File: src/rtl/stepcount_pkg.sv
// stepcount_pkg: shared state type, default sizing and requester indices for the step-count scheduler
package stepcount_pkg;
  typedef enum logic [1:0] {IDLE, RUN, DONE} state_t;
  localparam int WIDTH_DEF = 4;
  localparam int THRESH_DEF = 10;
  localparam logic REQ0 = 1'b0;
  localparam logic REQ1 = 1'b1;
endpackage

File: src/rtl/stepcount_rr_arb2.sv
// stepcount_rr_arb2: combinational 2-way round-robin pick; ptr names the preferred requester
module stepcount_rr_arb2 import stepcount_pkg::*; (
  input  logic [1:0] req,
  input  logic       ptr,
  output logic [1:0] win
);
  always_comb win = ~|req ? 2'b00 :
                    req[ptr] ? (ptr == REQ1 ? 2'b10 : 2'b01) :
                    (ptr == REQ1 ? 2'b01 : 2'b10);
endmodule

File: src/rtl/stepcount_sched.sv
// stepcount_sched: round-robin owner of a shared step-accumulating counter; runs a job to limit or carry-out
module stepcount_sched import stepcount_pkg::*; #(
  parameter int WIDTH  = WIDTH_DEF,
  parameter int THRESH = THRESH_DEF
) (
  input  logic             clk,
  input  logic             rst,
  input  logic [1:0]       req,
  input  logic [WIDTH-1:0] step0,
  input  logic [WIDTH-1:0] limit0,
  input  logic [WIDTH-1:0] step1,
  input  logic [WIDTH-1:0] limit1,
  output logic [1:0]       gnt,
  output logic             busy,
  output logic             done,
  output logic [WIDTH-1:0] count,
  output logic             hi,
  output logic             ovf
);
  state_t           state;
  logic             ptr;
  logic [WIDTH-1:0] stp;
  logic [WIDTH-1:0] lim;
  logic [WIDTH-1:0] nstp;
  logic [1:0]       win;
  logic [WIDTH:0]   sum;
  stepcount_rr_arb2 u_arb (.req(req), .ptr(ptr), .win(win));
  always_comb begin
    sum  = {1'b0, count} + {1'b0, stp};
    nstp = win[1] ? step1 : step0;
  end
  assign busy = state != IDLE;
  assign done = state == DONE;
  always_ff @(posedge clk or negedge rst) begin
    if (!rst) begin
      state <= IDLE;
      gnt   <= '0;
      count <= '0;
      hi    <= 1'b0;
      ovf   <= 1'b0;
      ptr   <= REQ0;
      stp   <= '0;
      lim   <= '0;
    end else begin
      case (state)
        IDLE: if (|req) begin
          state <= RUN;
          gnt   <= win;
          count <= '0;
          stp   <= nstp == '0 ? WIDTH'(1) : nstp;
          lim   <= win[1] ? limit1 : limit0;
        end
        RUN: if (~|(req & gnt)) begin
          // owner withdrew: release silently, keep the partial count
          state <= IDLE;
          gnt   <= '0;
          ptr   <= gnt[0];
        end else begin
          count <= sum[WIDTH-1:0];
          if (sum[WIDTH] || sum >= {1'b0, lim}) begin
            state <= DONE;
            ovf   <= sum[WIDTH];
            hi    <= int'(sum[WIDTH-1:0]) >= THRESH;
          end
        end
        DONE: begin
          state <= IDLE;
          gnt   <= '0;
          hi    <= 1'b0;
          ovf   <= 1'b0;
          ptr   <= gnt[0];
        end
        default: state <= IDLE;
      endcase
    end
  end
endmodule

File: config.mk
export PLATFORM = sky130hd
export DESIGN_NAME = stepcount_sched
export DESIGN_NICKNAME = d
export VERILOG_FILES = /design/src/rtl/stepcount_pkg.sv /design/src/rtl/stepcount_rr_arb2.sv /design/src/rtl/stepcount_sched.sv
export SDC_FILE = /design/constraint.sdc
export NUM_CORES = 1
export LEC_CHECK = 0
export ABC_AREA = 1
export CAP_MARGIN = 20
export CORE_UTILIZATION = 52
export CTS_BUF_LIST = sky130_fd_sc_hd__clkbuf_4 sky130_fd_sc_hd__clkbuf_8 sky130_fd_sc_hd__clkbuf_16
export DETAILED_ROUTE_END_ITERATION = 8
export GPL_TIMING_DRIVEN = 0
export HOLD_SLACK_MARGIN = 0.02
export PLACE_DENSITY_LB_ADDON = 0.08
export RECOVER_POWER = 25
export SLEW_MARGIN = 15
export SYNTH_ARGS = -nofsm -noshare
export SYNTH_HDL_FRONTEND = slang
export SYNTH_HIERARCHICAL = 1
export SYNTH_SLANG_ARGS = --single-unit
File: constraint.sdc
create_clock -name clk -period 3.9 [get_ports clk]
set_input_delay 0.39 -clock clk [delete_from_list [all_inputs] [get_ports clk]]
set_output_delay 0.39 -clock clk [all_outputs]
set_load 0.005 [all_outputs]
After elaboration in Yosys (flattened, before gate mapping)
Cells that the tools add are included.
{"block": "classes", "addsub": 1, "n_lt_le_gt_ge": 3, "n_eq_ne": 7, "n_mux": 27, "bitwise_logic": 1, "reduce_logical": 15}
{"operator": "4-bit two-way mux", "count": 5}
{"operator": "2-bit two-way mux", "count": 9}
{"operator": "3-bit AND reduction", "count": 3}
{"operator": "2-bit != test (second input constant)", "count": 4}
{"operator": "4-bit case mux with 2 select lines", "count": 1}
{"operator": "1-bit two-way mux", "count": 7}
{"operator": "1-bit case mux with 2 select lines", "count": 3}
{"operator": "2-bit case mux with 3 select lines", "count": 1}
{"operator": "2-bit AND reduction", "count": 3}
{"operator": "2-bit nonzero test", "count": 3}
{"operator": "4-bit by 4-bit adder with 5-bit output", "count": 1}
{"operator": "5-bit by 4-bit >= comparator with 1-bit output", "count": 1}
{"operator": "4-bit >= comparator (second input constant)", "count": 1}
{"operator": "4-bit logical NOT", "count": 1}
{"operator": "2-bit case mux with 2 select lines", "count": 1}
{"operator": "2-bit OR reduction", "count": 2}
{"operator": "3-bit != test (second input constant)", "count": 1}
{"operator": "3-bit nonzero test", "count": 1}
{"operator": "2-bit bitwise AND", "count": 1}
{"operator": "2-bit by 1-bit == test with 1-bit output (second input constant)", "count": 1}
{"operator": "2-bit == test (second input constant)", "count": 1}
{"operator": "2-bit logical NOT", "count": 1}
{"operator": "1-bit by 2-bit < comparator with 1-bit output (second input constant)", "count": 1}
{"operator": "1-bit logical OR", "count": 1}
{"block": "totals", "ff_bits": 19, "inputBits": 20, "word_cells": 62}

Depth between registers and ports, before layout
{"block": "logic_depth", "word_depth": 7, "depth_mapped": 14, "ltp_nobuf": 14}

By module
The synthesis kept the hierarchy.
{"mod": "stepcount_sched", "instances": 1, "cells_each": 148, "area_each_um2": 1184.9, "seq_area_each_um2": 475.5}
{"mod": "stepcount_rr_arb2", "instances": 1, "cells_each": 5, "area_each_um2": 20.0, "seq_area_each_um2": 0.0}

Least setup slack after synthesis
OpenSTA, ideal clock, no wires.
{"block": "synth_timing", "path_type": "flip-flop to flip-flop", "start": "reg count[0]", "end": "reg hi", "setup_ps": 117, "arrival_time_ps": 1867, "path_slack_ps": 1916, "path_stages_with_launch": 12, "path_buffers": 0, "cell_sequence": "dfrtp_1 -> ha_1 -> fa_1 -> xor2_1 -> ha_1 -> nand2_1 -> nand2_1 -> nand2_1 -> nand2_1 -> nand2_1 -> nand3_1 -> nand2_1"}
{"block": "synth_between", "elab_chain_cells": 5, "word_cells_on_any_way": 9}
{"element": "start: declaration", "line_no": "stepcount_sched.sv:16", "text": "output logic [WIDTH-1:0] count,"}
{"element": "start signal: assignment", "line_no": "stepcount_sched.sv:59", "text": "count <= sum[WIDTH-1:0];"}
{"element": "4-bit by 4-bit adder with 5-bit output (*)", "line_no": "stepcount_sched.sv:29", "text": "sum = {1'b0, count} + {1'b0, stp};"}
{"element": "4-bit >= comparator / 5-bit by 4-bit >= comparator with 1-bit output (equally long branches)", "line_no": "stepcount_sched.sv:63, stepcount_sched.sv:60"}
{"element": "1-bit two-way mux / 1-bit logical OR (equally long branches)", "line_no": "stepcount_sched.sv:60", "text": "if (sum[WIDTH] || sum >= {1'b0, lim}) begin"}
{"element": "1-bit two-way mux / 2-bit != test (equally long branches)"}
{"element": "1-bit case mux with 2 select lines / 3-bit AND reduction (equally long branches)"}
{"element": "end signal: assignment", "line_no": "stepcount_sched.sv:39", "text": "hi <= 1'b0;"}
{"element": "end signal: assignment", "line_no": "stepcount_sched.sv:63", "text": "hi <= int'(sum[WIDTH-1:0]) >= THRESH;"}
{"element": "end signal: assignment", "line_no": "stepcount_sched.sv:69", "text": "hi <= 1'b0;"}
{"element": "end: declaration", "line_no": "stepcount_sched.sv:17", "text": "output logic hi,"}
Every way passes the cells marked *; elsewhere a longest branch is shown, timed or not. The select of a mux whose other input is x is not followed.
A chain may end at the register's enable or synchronous reset.

Worst setup path after layout
{"block": "layout_timing", "start": "reg count[0]", "end": "reg ovf"}
{"block": "layout_between", "elab_chain_cells": 5, "word_cells_on_any_way": 8}
{"element": "4-bit by 4-bit adder with 5-bit output (*)", "line_no": "stepcount_sched.sv:29"}
{"element": "5-bit by 4-bit >= comparator with 1-bit output", "line_no": "stepcount_sched.sv:60"}
{"element": "1-bit logical OR", "line_no": "stepcount_sched.sv:60"}
{"element": "2-bit != test (no source line)"}
{"element": "3-bit AND reduction (no source line)"}
{"element": "end signal: assignment", "line_no": "stepcount_sched.sv:62", "text": "ovf <= sum[WIDTH];"}
{"element": "end: declaration", "line_no": "stepcount_sched.sv:18", "text": "output logic ovf"}
Marks and branches as above.

==> results.md <==
- VDD IR max: 425 uV
- Clock-pin slew on the worst setup and hold paths: 120 ps
- Leading register cell type out of synthesis: dfrtp_1
- Ys Warns: 6
- Seq/Total Area, Yosys: 0.395
- Clk sinks: 19
- Outcome: complete, no violations
- Simple-gate area share of the yosys netlist: 0.255
- Post_cts resized: 0
- Max-slew violations: 0
- Post-DRT Antenna Nets: 0
- Clock buffer depth: 2
- Synth top area cells: dfrtp_1 (39%), nand2_1 (15%), ha_1 (12%)
- Root Driver: clkbuf_4
- Critical path, cell by cell: ha_1 > fa_1 > xor2_1 > ha_1 > nand2_1 > nand2_1 > nand2_1 > nand2_1 > nand2_1 > nand3_1 > nand2_1
- M2 GR Usage: 0.393
- Top-level I/O count: 30
- Worst Skew: 9.54 ps
- Post-synthesis adder-cell area fraction: 0.141
- Nets: 220
- RSZ-0062 raised after global routing: no
- Area share of the largest cell type after synthesis: 0.395
- Fin Hold WS: 521 ps
- Crit start category: register
- Total number of vias: 1069
- Leakage Power: 0.805 nW
- Psw: 0.000480 W
- Worst setup path class: reg2reg
- Part of the cycle the worst path needs: 0.558
- Most common cell after layout, fill and taps aside: nand2_1
- Min Tclk post-route: 2180 ps
- First-pass GRT wire length: ~4200 um
- Finished Layout Cells: 214
- Vias in the first global route: 1013
- Synth cell types: 20
- Least-Margin Pin Slew: around 850 ps
- Pin count of the biggest net entering global routing: 20
- Initial antenna violation count: 0
- Met3 usage: 0.0273
- Ys async rst share: 1.00
- Yosys top cell by area: dfrtp_1
- Syn_area_per_cell: 7.88 um2
- Detailed Route Iter0 Violations: 24
- Pre-antenna DRT Iters: 4
- GRT Resource Usage Total: 0.225
- Max Cap Viol: 0
- Final Hold Viols: 0
- Relative slew margins: 0.429
- Core footprint: 0.00219 mm2
- Switching power share of the total: 0.450
- DP HPWL: approximately 2000 um
- Post-DR vias/cell: 5.00
- Share of power burned in registers: 0.318
- Mux share of post-synthesis cell area: 0
- Clk_lat worst skew: 310 ps
- Max stage delay cell, worst path: dfrtp_1
- Max Fclk: around 460 MHz
- Starting Density: 0.550
- GRT Residual Overflow: 0
- Synthesized Nets: 186
- # fillers: 185
- Layout cells sized above 1: 0.0591
- Number of synthesized register bits: 19
- Placed insts: 210
- Hold-fix buffers, CTS: 0
- Postcts setup bufs: 0
- Die area: 0.00251 mm2
- Most frequent cells in the layout: nand2_1 (47), clkdlybuf4s50_1 (28), inv_1 (22)
- Total wire length: 2450 um
- Total CTS buffers: 3
- Routed WL per cell: ~11 um
- Max Fanout on Critical Path: 3
- Setup crit end kind: register
- Die Wd: 50.1 um
- Synthesized instance count: 153
- CTS tree: done
- Setup TNS Final: 0 ps
- Worst Path Required: about 4200 ps
- Area growth syn-to-layout: 29.3%
- PD cells: 686 mW/mm2
- Met1 Usage GRT: 0.262
- Fraction of synthesized cell area in xor and xnor cells: 0.00727
- GR peak layer: met2
- Crit path DAT: 2440 ps
- Comb pwr share: 0.584
- Final core utilization: 0.711
- Rows: 17
- Gpl congestion: 0.800
- P_int: about 0.00059 W
- Final setup viols: 0
- Synth Cell Area: ~0.0012 mm2
- CP peak stage delay: 420 ps
- H-tree Lvls: 1
- Cell repeated most along the worst path: nand2_1
- Die Span Y: 50.1 um
- Pwr Total: 0.00107 W
- EDFF count, synth: 0
- Clock power share: 0.098
- Main combinational cell family by area after synthesis: simple AND/OR/NAND/NOR gates
- Min-Delay Path Class: reg2reg
- Port bufs: 29
- Compound-Gate Fraction of Synth Area: 0.126
- Number of diodes: 0
- Remaining DRCs: 0
-- metrics by stage --
| step | instance area (um2) | setup slack [ps] |
|---|---|---|
| floorplan | 1200 | 1920 |
| global placement | 1530 | 1790 |
| detailed placement | 1530 | 1730 |
| CTS | 1560 | 1700 |
| global route | 1560 | 1530 |
| finish | 1560 | 1720 |
-- final timing paths --
check                      slack [ps]  cells after the start            startpoint                  to
hold / removal                    520                      2       ovf$_DFFE_PN0P_     ovf$_DFFE_PN0P_
setup reg to reg                 1720                     11  count[0]$_DFFE_PN0P_     ovf$_DFFE_PN0P_
min in group asynchronous         620                      1                   rst  stp[3]$_DFFE_PN0P_
hold reg to reg                   520                      2       ovf$_DFFE_PN0P_     ovf$_DFFE_PN0P_
setup / recovery                 1720                     11  count[0]$_DFFE_PN0P_     ovf$_DFFE_PN0P_
max in group asynchronous        2750                      1                   rst  stp[2]$_DFFE_PN0P_
-- power groups by stage --
| stage | sequential (W) | combinational (W) | clock, W |
|---|---|---|---|
| after global placement | 0.000340 | 0.000596 | 0 |
| after floorplan | 0.000330 | 0.000436 | 0 |
| final | 0.000339 | 0.000624 | 0.000105 |
| after CTS | 0.000341 | 0.000629 | 0.000109 |
| after global routing | 0.000350 | 0.000720 | 0.000115 |
| after detailed placement | 0.000344 | 0.000626 | 0 |
-- metal layers --
| metal | part of all wire | routed length (um) |
|---|---|---|
| met4 | 0.024 | 59 |
| met1 | 0.46 | 1120 |
| met5 | 0 | 0 |
| met2 | 0.49 | 1190 |
| met3 | 0.034 | 82 |
-- cell families after synthesis --
family / after synthesis
buffers and inverters: 24
flip-flops: 19
AO/OA/AOI/OAI: 20
XOR/XNOR: 1
AND/OR/NAND/NOR: 76
adder cells (fa/ha/maj): 13
-- flip-flops by register name, summed over array words and instances, names as in the netlist --
| name | cells |
|---|---|
| ptr | 1 |
| gnt | 2 |
| lim | 4 |
| stp | 4 |
| ovf | 1 |
| state | 2 |
| count | 4 |
| hi | 1 |
-- area by class of cell --
cell class	instances	area [um2]	share of cell area
clock inverters	1	5.00	0.00321
clock buffers	3	22.5	0.0145
repair buffers	29	290	0.186
plain buffers	1	5.00	0.00321
well taps	28	35.0	0.0225
multi-input cells	110	638	0.410
flip-flops and latches	19	475	0.305
inverters	23	86.3	0.0554
-- cells in the mapped netlist (2+ instances only) --
library cell,n
dfrtp_1,19
ha_1,12
a31oi_1,4
nor3_1,3
o21ai_0,5
a22o_2,4
nand3_1,8
nor2_1,15
nand2_1,47
nand4_1,2
inv_1,22
a21oi_1,4
-- worst max-delay path: cells and delay by family (launching register included) --
| kind | cells | cell delay, ps |
|---|---|---|
| simple gates | 7 | 510 |
| flops | 1 | 420 |
| xor+xnor | 1 | 280 |
| fa+ha+maj | 3 | 920 |
Power figures use the tool's default switching activity.
